--- src/rtl/wb_host_arbiter.sv ---
// Two-master Wishbone classic round-robin arbiter for the single host bus port.
// Optional hung-transfer termination is compiled in with WB_ARB_TIMEOUT_EN.
module wb_host_arbiter #(
  parameter int              AW       = 32,
  parameter int              DW       = 32,
  parameter int              TIMEOUT  = 255,
  parameter logic [DW-1:0]   ERR_DATA = 32'hDEAD_BEEF
) (
  input  logic          wb_clk_i,
  input  logic          wb_rst_ni,
  input  logic          m0_cyc_i,
  input  logic          m0_stb_i,
  input  logic          m0_we_i,
  input  logic [3:0]    m0_sel_i,
  input  logic [AW-1:0] m0_adr_i,
  input  logic [DW-1:0] m0_dat_i,
  output logic [DW-1:0] m0_dat_o,
  output logic          m0_ack_o,
  input  logic          m1_cyc_i,
  input  logic          m1_stb_i,
  input  logic          m1_we_i,
  input  logic [3:0]    m1_sel_i,
  input  logic [AW-1:0] m1_adr_i,
  input  logic [DW-1:0] m1_dat_i,
  output logic [DW-1:0] m1_dat_o,
  output logic          m1_ack_o,
  output logic          s_cyc_o,
  output logic          s_stb_o,
  output logic          s_we_o,
  output logic [3:0]    s_sel_o,
  output logic [AW-1:0] s_adr_o,
  output logic [DW-1:0] s_dat_o,
  input  logic [DW-1:0] s_dat_i,
  input  logic          s_ack_i,
  output logic [1:0]    grant_o,
  output logic          timeout_o,
  input  logic          timeout_clr_i
);

  typedef enum logic [1:0] {
    IDLE = 2'd0,
    GNT0 = 2'd1,
    GNT1 = 2'd2
  } state_t;

  state_t state_r;
  state_t state_s;
  logic   last_r;
  logic   last_s;
  logic   m0_req_s;
  logic   m1_req_s;
  logic   own_cyc_s;
  logic   fire_s;

  assign m0_req_s = m0_cyc_i & m0_stb_i;
  assign m1_req_s = m1_cyc_i & m1_stb_i;

  // Cycle line of whichever master currently owns the bus
  always_comb begin
    own_cyc_s = 1'b0;
    case (state_r)
      GNT0:    own_cyc_s = m0_cyc_i;
      GNT1:    own_cyc_s = m1_cyc_i;
      default: own_cyc_s = 1'b0;
    endcase
  end

`ifdef WB_ARB_TIMEOUT_EN
  localparam int CW = ($clog2(TIMEOUT + 1) > 8) ? $clog2(TIMEOUT + 1) : 8;

  logic [CW-1:0] cnt_r;
  logic          tmo_r;

  // A slave ack in the terminal cycle wins over the forced error completion
  assign fire_s = (state_r != IDLE) && (cnt_r == CW'(TIMEOUT)) && !s_ack_i && own_cyc_s;

  // Wait counter: held at zero while idle so every grant starts from zero
  always_ff @(posedge wb_clk_i or negedge wb_rst_ni) begin
    if (!wb_rst_ni) begin
      cnt_r <= {CW{1'b0}};
    end else if (state_r == IDLE) begin
      cnt_r <= {CW{1'b0}};
    end else if (!s_ack_i) begin
      cnt_r <= cnt_r + CW'(1);
    end else begin
      cnt_r <= cnt_r;
    end
  end

  // Sticky timeout flag; a new timeout beats a simultaneous clear
  always_ff @(posedge wb_clk_i or negedge wb_rst_ni) begin
    if (!wb_rst_ni) begin
      tmo_r <= 1'b0;
    end else if (fire_s) begin
      tmo_r <= 1'b1;
    end else if (timeout_clr_i) begin
      tmo_r <= 1'b0;
    end else begin
      tmo_r <= tmo_r;
    end
  end

  assign timeout_o = tmo_r;
`else
  localparam int unused_timeout_p = TIMEOUT;
  logic          unused_clr_s;

  assign unused_clr_s = timeout_clr_i;
  assign fire_s       = 1'b0;
  assign timeout_o    = 1'b0;
`endif

  // Grant state and last-served pointer (m0 wins the first tie after reset)
  always_ff @(posedge wb_clk_i or negedge wb_rst_ni) begin
    if (!wb_rst_ni) begin
      state_r <= IDLE;
      last_r  <= 1'b1;
    end else begin
      state_r <= state_s;
      last_r  <= last_s;
    end
  end

  // Round-robin arbitration and end-of-transfer detection
  always_comb begin
    state_s = state_r;
    last_s  = last_r;
    case (state_r)
      IDLE: begin
        if (m0_req_s && (!m1_req_s || last_r)) begin
          state_s = GNT0;
          last_s  = 1'b0;
        end else if (m1_req_s) begin
          state_s = GNT1;
          last_s  = 1'b1;
        end else begin
          state_s = IDLE;
        end
      end
      GNT0: begin
        if (s_ack_i || !m0_cyc_i || fire_s) begin
          state_s = IDLE;
        end else begin
          state_s = GNT0;
        end
      end
      GNT1: begin
        if (s_ack_i || !m1_cyc_i || fire_s) begin
          state_s = IDLE;
        end else begin
          state_s = GNT1;
        end
      end
      default: begin
        state_s = IDLE;
        last_s  = 1'b1;
      end
    endcase
  end

  // Bus steering: owner drives the slave port, only the owner sees the response
  always_comb begin
    s_cyc_o  = 1'b0;
    s_stb_o  = 1'b0;
    s_we_o   = 1'b0;
    s_sel_o  = 4'h0;
    s_adr_o  = {AW{1'b0}};
    s_dat_o  = {DW{1'b0}};
    m0_ack_o = 1'b0;
    m0_dat_o = {DW{1'b0}};
    m1_ack_o = 1'b0;
    m1_dat_o = {DW{1'b0}};
    grant_o  = 2'b00;
    case (state_r)
      GNT0: begin
        s_cyc_o  = m0_cyc_i & ~fire_s;
        s_stb_o  = m0_stb_i & ~fire_s;
        s_we_o   = m0_we_i;
        s_sel_o  = m0_sel_i;
        s_adr_o  = m0_adr_i;
        s_dat_o  = m0_dat_i;
        m0_ack_o = s_ack_i | fire_s;
        m0_dat_o = fire_s ? ERR_DATA : s_dat_i;
        grant_o  = 2'b01;
      end
      GNT1: begin
        s_cyc_o  = m1_cyc_i & ~fire_s;
        s_stb_o  = m1_stb_i & ~fire_s;
        s_we_o   = m1_we_i;
        s_sel_o  = m1_sel_i;
        s_adr_o  = m1_adr_i;
        s_dat_o  = m1_dat_i;
        m1_ack_o = s_ack_i | fire_s;
        m1_dat_o = fire_s ? ERR_DATA : s_dat_i;
        grant_o  = 2'b10;
      end
      default: begin
        grant_o = 2'b00;
      end
    endcase
  end

endmodule

--- config.mk ---
export PLATFORM = sky130hd
export DESIGN_NAME = wb_host_arbiter
export DESIGN_NICKNAME = d
export VERILOG_FILES = /design/src/rtl/wb_host_arbiter.sv
export SDC_FILE = /design/constraint.sdc
export NUM_CORES = 1
export LEC_CHECK = 0
export ABC_AREA = 1
export BUFFER_PORTS_ARGS = -buffer_cell sky130_fd_sc_hd__buf_4
export CELL_PAD_IN_SITES_DETAIL_PLACEMENT = 0
export CELL_PAD_IN_SITES_GLOBAL_PLACEMENT = 2
export CORE_ASPECT_RATIO = 1.4
export CORE_UTILIZATION = 10
export DETAILED_ROUTE_END_ITERATION = 12
export PLACE_DENSITY_LB_ADDON = 0.1
export SYNTH_ARGS = -nofsm -noshare
export SYNTH_HDL_FRONTEND = slang
export SYNTH_SLANG_ARGS = --single-unit
--- constraint.sdc ---
create_clock -name wb_clk_i -period 1.6 [get_ports wb_clk_i]
set_input_delay 0.24 -clock wb_clk_i [delete_from_list [all_inputs] [get_ports wb_clk_i]]
set_output_delay 0.24 -clock wb_clk_i [all_outputs]
set_load 0.03 [all_outputs]
# Yosys cells after proc, flatten, opt, wreduce, memory -nomap -nowiden
# Index checks and enable logic that the tools add are counted.
# totals
regBits	3
out_inout_bits	140
# op_classes
eq_ne	3
muxes	19
bitwise	3
n_reduce_logical	10
# op_table
operator	count
one-hot mux 32 bit (2 select lines)	2
2-to-1 mux 32 bit	2
one-hot mux 1 bit (2 select lines)	4
one-hot mux 4 bit (2 select lines)	1
2-to-1 mux 2 bit	3
one-hot mux 2 bit (3 select lines)	1
2-to-1 mux 1 bit	5
one-hot mux 2 bit (2 select lines)	1
zero test 1 bit	3
logical OR 1 bit	3
inequality test 3 bit, second input constant	1
AND 1 bit	2
equality test 2 x 1 -> 1 bit, second input constant	1
equality test 2 bit, second input constant	1
zero test 2 bit	1
AND reduction 2 bit	1
OR reduction 2 bit	1
logical AND 1 bit	1
inverter 1 bit	1

# Longest topological paths before layout
# Gate-level depths: netlist of run 1.
# logic_depth
depth_word	6
mapped_depth	7
ltp_nobuf	6

# Least setup slack after synthesis of run 1
# Ideal clock, no wire load.
# synth_path
kind	reg2out
from	register state_r[0]
to	output port s_adr_o[27]
arrival_time_ns	1.527
required_ns	1.360
path_slack_ns	-0.167
stages_incl_launch_ff	8
n_path_buf	3
cell_sequence	dfrtp_1 inv_1 ha_1 buf_2 buf_6 buf_6 nand2_1 a21oi_1
# synth_via
elab_chain_len	2
elab_cells_between_ends	3
# synth_lines
element	line_no	source
start: declaration	46	state_t state_r;
start signal: assignment	119	state_r <= state_s;
equality test 2 bit / equality test 2 x 1 -> 1 bit (equally long branches)	174	case (state_r)
one-hot mux 32 bit (2 select lines) (*)	174	
end: declaration	31	output logic [AW-1:0] s_adr_o,
# Every way passes the cells marked *; elsewhere a longest branch is shown, timed or not.

# Final worst setup path of run 1
# layout_path
from	register state_r[0]
to	output port m0_dat_o[17]
# layout_via
elab_chain_len	2
# layout_lines
element	line_no	source
equality test 2 x 1 -> 1 bit	174	
2-to-1 mux 32 bit	174	
end: declaration	17	output logic [DW-1:0] m0_dat_o,
# Every way passes these cells.

==> flow_summary.ini, run 1 <==
[global_routing]
antenna_found_initial = 0
gr-total-overflow = 0
grt_pass1_wl_um = 17300
grt_max_degree = 39
grt_pass1_vias = 3582
grt_usage_pct = 11.7

[detailed_routing]
via_per_inst = 3.86
route.final.wire_length_um = 14100
first_pass_iters = 4
route.vias.total = 3872
drt_iter0_drc = 60
wl_per_cell_um = 14.1
postRouteAntennaNets = 0
drc = 0

[placed_design]
io_buffers = 315
place_ws_ps = -69.5
gp_congestion = 0.744
hpwl_um = 9640
dpl_cell_area_um2 = 4790
place_inst = 960

[cells_and_area]
finish.utilization_pct = 35.8
nets = 949
area_delta_synth_final_pct = 251
regArea_um2 = 76.3
final_area_um2 = 6410
fin_cells = 1004
fillerInstances = 1922
layout_commonest_cell = buf_4
final_cell_mix = buf_4, nand2_1, buf_6, a21oi_2, inv_1
multi_input_area_um2 = 1930
antenna_cells = 0
layout-drive-gt1-share_pct = 69.9

[power]
power.density_nw_per_um2 = 573
peakVddDrop_uv = 347
power.leakage_nw = 3.49
p_total_mw = 3.67

[floorplan]
io_pins = 318
design.die.area_um2 = 18800
initial_utilization_pct = 10.2
dieWidth_um = 116
coreArea_um2 = 17900
die_y_um = 162
rows = 58

[setup_path]
slowest_delay_ps = 380
path_delay_family = buffers and inverters
cp_slowest_cell = dfrtp_1
setup.worst_path.start_class = register
critPathLaunch = state_r[0]
reg2reg_setup_slack_ps = 160
path_max_fanout = 6
crit_arrival_ps = 1650
endpoint_kind = primary output
crit_buf_inv = 6
critical_path_class = register to primary output
required_ps = 1360
path_cells = buf_4 -> ha_4 -> buf_6 -> clkbuf_16 -> clkbuf_16 -> nand2_1 -> inv_1 -> buf_6
timing.rr.start = state_r[0]

[clocking]
clockRootBuffer = clkbuf_16
clkLatencyLatePin_ps = 220
htree_levels = 1
cts-buffers-inserted = 3
cts_tree = built
clockBufferDepth = 2
clkTransAtPathRegs_ps = 30
cts_num_sinks = 3

[status]
outcome = finished, violations left
violations = setup timing

[run]
maxCapViolCount = 0

[sta]
hold_viol = 0
setup_viol = 137
fmax_ghz = 0.530
fin_skew_ps = 1.73
setup_tns_ps = -30770
slew_viol_final = 0
setup_ws_ps = -286
layout_min_cycle_time_ps = 1890
fin_crit_sh_pct = 118
fin_hold_ws_ps = 326
rsz0062_at_grt = yes

[synth]
syn_inst = 410
ys_types = 14
synth_seq_cells = 3
syn-num-nets = 594
yosysSeqAreaShare_pct = 4.17
syn_area_um2 = 1830
avgSynthCellArea_um2 = 4.46
yosysWarnings = 0

[min_path]
min_path_type = input port to register
hold_start = m1_cyc_i
-- worst register-to-register path, stage by stage (launching register included) --
cell       delay, ps
dfrtp_1          380
buf_4            160
ha_4             200
clkbuf_16        170
buf_12           140
buf_4            130
nand3_1           80
a21oi_1           70
-- flip-flops by register name (all words and copies together), names as in the netlist --
| register | count |
|---|---|
| last_r | 1 |
| state_r | 2 |
-- kinds of logic after synthesis --
group / Yosys count / synth area share (%)
adders and majority gates: 6 / 4.10
AOI/OAI and AO/OA: 73 / 20.0
buffers and inverters: 105 / 25.6
other: 1 / 0.205
and+or+nand+nor: 222 / 46.0
DFF: 3 / 4.17
-- repair_timing --
item	in CTS	in global routing
pin swaps	5	50
setup endpoints to repair	137	137
gates resized for setup	90	194
cloned	1	16
setup buffers	4	20
hold buffers	1	0
endpoints found under the hold margin	3	0
-- Yosys cell counts --
cell / n / area (µm²)
nand2_1: 215 / 807
a21oi_1: 73 / 365
inv_1: 72 / 270
buf_2: 17 / 85.1
clkbuf_1: 7 / 26.3
buf_6: 6 / 67.6
ha_1: 6 / 75.1
nand3_1: 6 / 30.0
buf_4: 2 / 15.0
dfrtp_1: 2 / 50.1
conb_1: 1 / 3.75
dfstp_2: 1 / 26.3
inv_2: 1 / 3.75
nor2_1: 1 / 3.75
-- routing by layer --
metal  GRT usage, %  wire [µm]  part of all wire [%]
met5              0          0                     0
met1           10.9       4840                    34
met4           1.28        154                   1.1
met2           25.0       8160                    58
met3           2.87        970                   6.9
-- final timing paths --
check / end / cells past startpoint
max: m0_dat_o[17] / 8
min: state_r[1] / 3
max reg2reg: state_r[0] / 7
min reg2reg: last_r / 2
max in group asynchronous: last_r / 2
min in group asynchronous: state_r[0] / 2
-- final cells by class --
class / instances / area share [%]
clock buffer: 4 / 1.23
inverter: 73 / 4.29
multi-input combinational: 302 / 30.1
sequential: 3 / 1.19
tap: 240 / 4.68
timing repair buffer: 382 / 58.5
-- power by group --
group	total [mW]	internal (mW)	switching, mW	leakage, nW
clock	0.397	0.329	0.0683	0.0382
sequential	0.112	0.101	0.0106	0.0370
combinational	3.16	1.50	1.67	3.41
total	3.67	1.93	1.75	3.49
No activity file was read; power rests on OpenSTA's default activity.
==> run 2: changes to the inputs <==
Settings changed: ABC_AREA 1 to not set, CORE_UTILIZATION 10 to 11.
==> run 2 against run 1 <==
  * The run still ends with setup timing left
  * Largest cell class unchanged
  * Design area grew 1.7%
  * Global-route usage grew 2.0 points
  * Clock power shrank 2%
  * First-iteration DRC count shrank 33%
  * Non-clock buffer count shrank 15
  * Worst setup slack gained 5.1 ps
  * Sequential share of layout area is essentially flat
  * Critical path depth shrank 1
  * Core utilization grew 1.9 points
==> flow_summary.ini, run 2 <==
[status]
outcome = finished, violations left
violations = setup timing

[global_routing]
grt_usage_pct = 13.7
grt_pass1_wl_um = 19400
gr-total-overflow = 0
grt_pass1_vias = 3503
antenna_found_initial = 0
grt_max_degree = 35

[floorplan]
initial_utilization_pct = 11.2
design.die.area_um2 = 18200
rows = 57
coreArea_um2 = 17300
dieWidth_um = 114
die_y_um = 159
io_pins = 318

[power]
power.leakage_nw = 2.82
power.density_nw_per_um2 = 698
peakVddDrop_uv = 272

[placed_design]
io_buffers = 315
gp_congestion = 0.704
hpwl_um = 9400
dpl_cell_area_um2 = 4810
place_inst = 800
place_ws_ps = -171

[synth]
synth_edf_count = 0
async_flop_share_pct = 100
yosysSeqAreaShare_pct = 3.93
avgSynthCellArea_um2 = 7.33
synth_ff_type = dfrtp_1
syn_inst = 265
synth_most_common_cell = nor2b_1
ys_types = 23
synth_area_leaders = nor2b_1, a22oi_1, and2_1
synth_top_area_share_pct = 22.9
synth_top_area_cell = nor2b_1
yosysWarnings = 0
netlist_top_cells_count = nor2b_1, and2_1, a22oi_1
synth_seq_cells = 3
syn_area_um2 = 1940
syn-num-nets = 449

[cells_and_area]
antenna_cells = 0
layout_commonest_cell = buf_4
area_delta_synth_final_pct = 236
reg_top3 = state_r: 2 flops, last_r: 1 flops
fin_cells = 839
nets = 788
final_cell_mix = buf_4, buf_6, a22oi_2, nor2b_2, and2_4
layout-drive-gt1-share_pct = 93.7
largest_reg_flops = 2
largest_register = state_r
final_area_um2 = 6530

[clocking]
clockRootBuffer = clkbuf_16
cts_num_sinks = 3
clkLatencyLatePin_ps = 220
cts_tree = built
clkTransAtPathRegs_ps = 30
cts-buffers-inserted = 3
clockBufferDepth = 2
htree_levels = 1

[detailed_routing]
wl_per_cell_um = 16.7
first_pass_iters = 4
via_per_inst = 4.03
drt_iter0_drc = 40
route.vias.total = 3380
route.final.wire_length_um = 14000
postRouteAntennaNets = 0
drc = 0

[min_path]
min_path_type = input port to register

[sta]
fin_hold_ws_ps = 310
fmax_ghz = 0.532
setup_viol = 137
setup_ws_ps = -281
slew_viol_final = 0
layout_min_cycle_time_ps = 1880
fin_skew_ps = 0.151
setup_tns_ps = -25910
hold_viol = 0
fin_crit_sh_pct = 118
rsz0062_at_grt = yes

[setup_path]
critical_path_class = register to primary output
setup.worst_path.start_class = register
required_ps = 1360
path_cells = inv_4 -> ha_4 -> buf_12 -> clkbuf_16 -> a22oi_2 -> nor2b_2 -> buf_6
cp_slowest_cell = dfrtp_2
path_delay_family = buffers and inverters
path_max_fanout = 8
reg2reg_setup_slack_ps = 80
endpoint_kind = primary output
crit_buf_inv = 4
slowest_delay_ps = 440
crit_arrival_ps = 1640

[run]
maxCapViolCount = 0
## run 2: cell count changes in the layout (fill, tap and decap cells not counted), sizes merged, moves of 3 or more
cell	before	now
nand2	215	2
a21oi	73	2
a22oi	0	71
nor2b	0	71
inv	72	2
and2	0	66
buf	370	358
nand3	6	2
clkbuf	15	12
## run 2: through the flow
| step | utilization, % | power [mW] |
|---|---|---|
| floorplan | - | 1.81 |
| global placement | 27.8 | 2.96 |
| detailed placement | 27.8 | 2.97 |
| CTS | 35.7 | 4.41 |
| global route | 37.7 | 4.81 |
| finish | 37.7 | 4.56 |
## run 2: what timing repair did
action,4_1_cts,5_1_grt
endpoints found under the hold margin,3,0
endpoints found under the setup margin,137,137
pin swaps,7,2
hold buffers,1,0
resized for setup,215,62
buffers inserted,18,4
gates cloned,11,8
## run 2: worst reg2reg max path, delay by kind of cell (launching register included)
kind	cells	cell delay (ps)
buf+inv	5	560
flops	1	440
fa+ha+maj	1	200
simple gates	1	80
compound gates	1	150
## run 2: final cells by class
class                   count  area (µm²)
clock buffers               4        78.8
fillers                  1801       10800
flip-flops and latches      3        77.6
inverters                   2        10.0
repair buffers            367        3810
well taps                 236         295
multi-input cells         227        2260
## run 2: power breakdown
| part | internal, mW | switching (mW) |
|---|---|---|
| Sequential | 0.107 | 0.0229 |
| Clock | 0.328 | 0.0628 |
| Combinational | 2.20 | 1.84 |
## run 2: path summary, 6_finish.rpt
check                                 from          end  cells after the start
worst max register to register  state_r[0]   state_r[1]                      8
max in group asynchronous        wb_rst_ni       last_r                      2
worst min register to register      last_r       last_r                      2
worst min-delay path              m0_cyc_i   state_r[0]                      3
worst max-delay path            state_r[0]  s_dat_o[21]                      7
min in group asynchronous        wb_rst_ni   state_r[0]                      2
## run 2: cells by family after synthesis
kind of cell / after synthesis / share of synthesized area [%]
buffers and inverters: 35 / 12.0
AO/OA/AOI/OAI: 76 / 33.5
flip-flops: 3 / 3.93
adder cells (fa/ha/maj): 6 / 3.86
other: 1 / 0.193
AND/OR/NAND/NOR: 144 / 46.5
## run 2: metal layers
| metal | up-vias | track usage [%] | part of all wire (%) |
|---|---|---|---|
| met2 | 189 | 29.6 | 60 |
| met1 | 1578 | 13.4 | 32 |
| met5 | - | 0 | 0 |
| met4 | 0 | 1.18 | 0.42 |
| met3 | 8 | 2.21 | 6.8 |
| li1 | 1605 | - | - |
